[config.mk]
export PLATFORM = sky130hd
export DESIGN_NAME = seq_restoring_divider
export DESIGN_NICKNAME = d
export VERILOG_FILES = /design/src/rtl/seq_restoring_divider.sv
export SDC_FILE = /design/constraint.sdc
export NUM_CORES = 1
export LEC_CHECK = 0
export CORE_MARGIN = 8
export CORE_UTILIZATION = 51
export CTS_CLUSTER_SIZE = 10
export DETAILED_ROUTE_END_ITERATION = 16
export GPL_ROUTABILITY_DRIVEN = 0
export HOLD_SLACK_MARGIN = 0.05
export PLACE_DENSITY_LB_ADDON = 0.3
export RECOVER_POWER = 50
export SYNTH_ARGS = -nofsm -noshare
export SYNTH_HDL_FRONTEND = slang
export SYNTH_SLANG_ARGS = --single-unit
[constraint.sdc]
create_clock -name clk -period 2.7 [get_ports clk]
set_clock_uncertainty 0.2 [all_clocks]
set_input_delay 0.54 -clock clk [delete_from_list [all_inputs] [get_ports clk]]
set_output_delay 0.54 -clock clk [all_outputs]
set_load 0.005 [all_outputs]
[src/rtl/seq_restoring_divider.sv]
// Iterative radix-2 restoring divider: one quotient bit per clock, start/done handshake.
// Optional two's-complement operation is enabled by defining SIGNED_DIV_EN.
module seq_restoring_divider #(
  parameter int WIDTH = 32
) (
  input  logic             clk,
  input  logic             rst_n,
  input  logic             start,
  input  logic [WIDTH-1:0] a,
  input  logic [WIDTH-1:0] b,
  output logic             busy,
  output logic             done,
  output logic [WIDTH-1:0] c_q,
  output logic [WIDTH-1:0] c_r,
  output logic             div_by_zero
);

  localparam int CW = $clog2(WIDTH + 1);

  generate
    if (WIDTH < 2 || WIDTH > 64) begin : g_width_check
      $error("seq_restoring_divider: WIDTH must be in 2..64");
    end
  endgenerate

  // FINISH is the post-iteration cycle in which the result is formed;
  // DONE is the single cycle in which done is high.
  typedef enum logic [1:0] {
    IDLE   = 2'd0,
    RUN    = 2'd1,
    FINISH = 2'd2,
    DONE   = 2'd3
  } state_t;

  state_t           state_reg, state_next;
  logic [CW-1:0]    cnt_reg, cnt_next;
  logic [WIDTH-1:0] rem_reg, rem_next;
  logic [WIDTH-1:0] dvd_reg, dvd_next;
  logic [WIDTH-1:0] div_reg, div_next;
  logic [WIDTH-1:0] a_reg, a_next;
  logic             zero_reg, zero_next;
  logic [WIDTH-1:0] q_out_reg, q_out_next;
  logic [WIDTH-1:0] r_out_reg, r_out_next;
  logic             dbz_reg, dbz_next;

  logic             accept;
  logic [WIDTH-1:0] a_mag;
  logic [WIDTH-1:0] b_mag;
  logic [WIDTH:0]   trial;
  logic [WIDTH:0]   divisor_ext;
  logic [WIDTH:0]   diff;
  logic             fits;
  logic [WIDTH-1:0] q_res;
  logic [WIDTH-1:0] r_res;

`ifdef SIGNED_DIV_EN
  logic neg_q_reg, neg_q_next;
  logic neg_r_reg, neg_r_next;

  always_comb begin
    a_mag      = a[WIDTH-1] ? (~a + 1'b1) : a;
    b_mag      = b[WIDTH-1] ? (~b + 1'b1) : b;
    neg_q_next = neg_q_reg;
    neg_r_next = neg_r_reg;
    if (accept) begin
      neg_q_next = a[WIDTH-1] ^ b[WIDTH-1];
      neg_r_next = a[WIDTH-1];
    end
  end

  // Truncation toward zero: quotient sign from the operand signs, remainder follows a.
  always_comb begin
    q_res = neg_q_reg ? (~dvd_reg + 1'b1) : dvd_reg;
    r_res = neg_r_reg ? (~rem_reg + 1'b1) : rem_reg;
  end

  always_ff @(posedge clk or negedge rst_n) begin
    if (!rst_n) begin
      neg_q_reg <= 1'b0;
      neg_r_reg <= 1'b0;
    end else begin
      neg_q_reg <= neg_q_next;
      neg_r_reg <= neg_r_next;
    end
  end
`else
  always_comb begin
    a_mag = a;
    b_mag = b;
    q_res = dvd_reg;
    r_res = rem_reg;
  end
`endif

  assign accept = (state_reg == IDLE) && start;

  // Partial remainder shifted left by one with the next dividend bit appended.
  always_comb begin
    trial       = {rem_reg, dvd_reg[WIDTH-1]};
    divisor_ext = {1'b0, div_reg};
    diff        = trial - divisor_ext;
    fits        = (trial >= divisor_ext);
  end

  always_comb begin
    state_next = state_reg;
    cnt_next   = cnt_reg;
    rem_next   = rem_reg;
    dvd_next   = dvd_reg;
    div_next   = div_reg;
    a_next     = a_reg;
    zero_next  = zero_reg;
    q_out_next = q_out_reg;
    r_out_next = r_out_reg;
    dbz_next   = dbz_reg;

    unique case (state_reg)
      IDLE: begin
        if (start) begin
          a_next    = a;
          div_next  = b_mag;
          rem_next  = '0;
          dvd_next  = a_mag;
          cnt_next  = '0;
          zero_next = (b == '0);
          dbz_next  = 1'b0;
          state_next = (b == '0) ? FINISH : RUN;
        end
      end
      RUN: begin
        if (fits) begin
          rem_next = diff[WIDTH-1:0];
          dvd_next = {dvd_reg[WIDTH-2:0], 1'b1};
        end else begin
          rem_next = trial[WIDTH-1:0];
          dvd_next = {dvd_reg[WIDTH-2:0], 1'b0};
        end
        cnt_next = cnt_reg + 1'b1;
        if (cnt_reg == CW'(WIDTH - 1)) begin
          state_next = FINISH;
        end
      end
      FINISH: begin
        if (zero_reg) begin
          q_out_next = '1;
          r_out_next = a_reg;
          dbz_next   = 1'b1;
        end else begin
          q_out_next = q_res;
          r_out_next = r_res;
          dbz_next   = 1'b0;
        end
        state_next = DONE;
      end
      DONE: begin
        state_next = IDLE;
      end
      default: begin
        state_next = IDLE;
      end
    endcase
  end

  always_ff @(posedge clk or negedge rst_n) begin
    if (!rst_n) begin
      state_reg <= IDLE;
      cnt_reg   <= '0;
      rem_reg   <= '0;
      dvd_reg   <= '0;
      div_reg   <= '0;
      a_reg     <= '0;
      zero_reg  <= 1'b0;
      q_out_reg <= '0;
      r_out_reg <= '0;
      dbz_reg   <= 1'b0;
    end else begin
      state_reg <= state_next;
      cnt_reg   <= cnt_next;
      rem_reg   <= rem_next;
      dvd_reg   <= dvd_next;
      div_reg   <= div_next;
      a_reg     <= a_next;
      zero_reg  <= zero_next;
      q_out_reg <= q_out_next;
      r_out_reg <= r_out_next;
      dbz_reg   <= dbz_next;
    end
  end

  assign busy        = (state_reg == RUN);
  assign done        = (state_reg == DONE);
  assign c_q         = q_out_reg;
  assign c_r         = r_out_reg;
  assign div_by_zero = dbz_reg;

endmodule

==> reports/qor.txt <==
Hpwl dp: 20400 µm
Hold_ws: 298 ps
Top sig layer: met4
Dpl cells: 1518
FFs w/ async S/R, synth: 100%
Internal: 10000 µW
Switching part of the total: 37.2%
Final hold violation count: 0
Startpoint types: flop
Final wirelength: 29900 µm
Root buffer selected by CTS: clkbuf_16
Worst path required time: 2880 ps
Die Wd: 159 µm
Die Area: 25400 µm²
R2R Setup Slk: -260 ps
Dominant cell type by area after synthesis: dfrtp_1
First-pass DRT Iterations: 5
Crit path kind: flop to flop
Worst-path clk slew: 60 ps
Number of global-route vias before repair: 9034
Area grow syn2layout: 36.9%
Highest clock rate: 338 MHz
Slew margin rel.: -10.5%
Max FO, Critical Path: 7
Post-synth EDFFs: 0
Layout cells sized above 1: 24.9%
Ports: 134
Filler instances: 1437
Synth Cell Area: 10500 µm²
# rows: 52
Initial Utilization: 51.8%
Critical Path Max Stage Delay: 540 ps
Post-Syn Instances: 1054
Top post-synthesis cells by area: dfrtp_1 48%, mux2_2 6.9%, mux2i_1 6.2%, a21oi_1 4.9%, ha_1 4.4%
Final setup viols: 33
Critical R2R Launch: r_res[13]$_DFFE_PN0P_
Syn Nets: 1159
Hold wc startpoint: dvd_reg[7]$_DFFE_PN0P_
Reg-to-reg endpoint: r_res[20]$_DFFE_PN0P_
Largest net degree at the start of global routing: 77
Type of element capturing the critical path: flop
Routed Antenna Nets: 0
CP Data Arrival Time: 3140 ps
Clk pwr share: 17.7%
Logic gate share of total power: 49.3%
Status: complete, but fails checks
Routed len/inst: 19.0 µm
Worst vdd ir: 0.000596 V
Leak: 0.00636 µW
Core box area: 20200 µm²
Longest Clk Path Bufs: 3
Vias per cell: 5.68
Via count: 8937
Crit-path cells: ha_1 > and2_4 > nand3_1 > or4_4 > o41ai_4 > o21ai_4 > buf_6 > buf_8 > a32oi_1 > o21ai_2
DRT iter0 DRCs: 652
Fin cells: 1573
Met1 Routed Length: 13200 µm
Worst skew pair latency: 510 ps
# Max-Cap Violations: 1
YS warnings: 0
Area occupied by multi-input gates: 5530 µm²
DR WL met2: 14000 µm
Gr ovfl total: 0
Final Cycle Share: 110%
Syn_area_per_cell: 9.95 µm²
Sequential area share after synthesis: 48.2%
Kind of cell adding the most delay to the critical path: simple AND/OR/NAND/NOR gates
Failing checks: capacitance limit, slew limit, setup timing
Initial antenna violation count: 0
TNS Setup: -6100 ps
First-pass GRT wire length: 46800 µm
Post-synth cell types: 62
H-tree levels: 1
Cell Pwr Density: 1110 nW/µm²
R2R cell count: 10
Final WS setup: -258 ps
Minimum clock period: 2960 ps
Hold path cells: 2
Main synth FF type: dfrtp_1
# nets final: 1402
Hold Crit Class: flop to flop
CTS Buf Count: 24
NetSw: 5920 µW
Clock sinks: 202
Sequential Area: 5060 µm²
Buf/Inv on CP: 2
Ant diodes: 0
RSZ-0062 raised after global routing: true
Port Buffer Count: 133
Synth top area share: 48.2%
Total power draw: 15900 µW
Actual slew at the worst max-slew pin: 1660 ps
Sequential power share: 32.9%
Slowest-stage cell, CP: or4_4
All-Layer GR Usage: 22.1%
Die height: 159 µm
Max-slew violations: 65
Length of routed met3 wiring: 1910 µm
Hold worst-path end: dvd_reg[7]$_DFFE_PN0P_
Post-synthesis sequential element count: 202
# DRC: 0
TritonCTS clock tree: built
Yosys cell counts, types with 2 or more instances:
cell type  number
dfrtp_1       202
nor2_1        123
a21oi_1       103
nand2_1        84
mux2i_1        65
mux2_2         64
o21ai_0        51
clkbuf_1       42
inv_1          39
ha_1           37
o21ai_1        33
a21o_1         18
xor2_1         15
xnor2_1        14
nand4_1        12
a22o_1         11
buf_1          11
buf_2          10
a31oi_1         9
nor4_1          9
nand3_1         8
nor3_1          7
a32oi_1         6
nor2b_1         6
and3_1          5
nand2b_1        5
o21bai_1        5
and2_1          4
o21a_1          4
o31ai_1         4
or2_1           4
a211o_1         3
a211oi_1        3
and4_1          3
o211ai_1        3
a2111oi_0       2
a31o_1          2
o2111ai_1       2
o22ai_1         2
or4_1           2
power groups by stage:
stage / Clock [µW] / Sequential (µW) / Combinational [µW]
floorplan: 0 / 5070 / 4260
global placement: 0 / 5190 / 7040
detailed placement: 0 / 5250 / 7240
CTS: 2870 / 5240 / 7560
global route: 3010 / 5410 / 8600
finish: 2820 / 5240 / 7850
area by class of cell:
type,count,area share [%]
Sequential cell,202,35.2
Multi-Input combinational cell,750,38.5
Clock buffer,32,4.61
Timing Repair Buffer,280,18.3
Tap cell,270,2.35
Inverter,39,1.02
placed cells by master, fill, tap and decap left out, types with 11 or more instances in the layout:
cell             count
dfrtp_1            201
clkdlybuf4s50_1    132
buf_4              122
nor2_1             117
a21oi_1             90
nand2_1             77
mux2_2              64
mux2i_1             64
o21ai_0             50
inv_1               38
clkbuf_16           28
o21ai_1             27
ha_1                23
a21o_1              18
xor2_1              15
xnor2_1             13
nand4_1             12
a21oi_2             12
a22o_1              11
ha_4                11
buf_6               11
worst max path at each step:
stage / startpoint / endpoint / slack [ps] / cells past startpoint
after global routing: r_res[13]$_DFFE_PN0P_ / r_res[20]$_DFFE_PN0P_ / -320 / 10
after floorplan: dvd_reg[31]$_DFFE_PN0P_ / r_res[24]$_DFFE_PN0P_ / -50 / 12
after global placement: div_reg[8]$_DFFE_PN0P_ / r_res[26]$_DFFE_PN0P_ / -190 / 11
after CTS: r_res[8]$_DFFE_PN0P_ / r_res[20]$_DFFE_PN0P_ / -160 / 10
after detailed placement: div_reg[8]$_DFFE_PN0P_ / r_res[26]$_DFFE_PN0P_ / -230 / 11
final: r_res[13]$_DFFE_PN0P_ / r_res[20]$_DFFE_PN0P_ / -260 / 10
kinds of logic (layout without fill, tap and decap cells):
| family | count (synthesis) | in the layout | share of synthesized area, % |
|---|---|---|---|
| muxes | 129 | 129 | 13.1 |
| buffers and inverters | 102 | 351 | 3.77 |
| DFF | 202 | 202 | 48.2 |
| and+or+nand+nor | 276 | 276 | 11.5 |
| AOI/OAI and AO/OA | 278 | 278 | 16.4 |
| xor gates and xnor gates | 29 | 29 | 2.42 |
| adders and majority gates | 38 | 38 | 4.60 |
worst reg2reg max path: cells and delay by family, from the launching register on:
family                     cells  cell delay [ps]
and+or+nand+nor                3              800
AOI/OAI and AO/OA              4              780
DFF                            1              430
adders and majority gates      1              320
buffers and inverters          2              290
layer usage:
| layer | global-route usage [%] | up-vias |
|---|---|---|
| li1 | - | 4223 |
| met1 | 30.9 | 4309 |
| met2 | 35.2 | 339 |
| met3 | 3.72 | 66 |
| met4 | 5.70 | 0 |
| met5 | 0 | - |
metrics by stage:
stage	utilization (%)	setup slack, ps	area (µm²)
after floorplan	-	-52.7	10600
after global placement	64.6	-186	13100
after detailed placement	64.6	-234	13100
after CTS	69.5	-163	14100
after global routing	71.0	-316	14400
final	71.0	-258	14400
what timing repair did:
item	in CTS	in global routing
cloned	2	5
setup buffers	10	5
hold buffers	1	0
resized for setup	38	50
setup endpoints to repair	33	34
pin swaps	15	18
hold endpoints to repair	60	0
(Power assumes the default switching activity.)
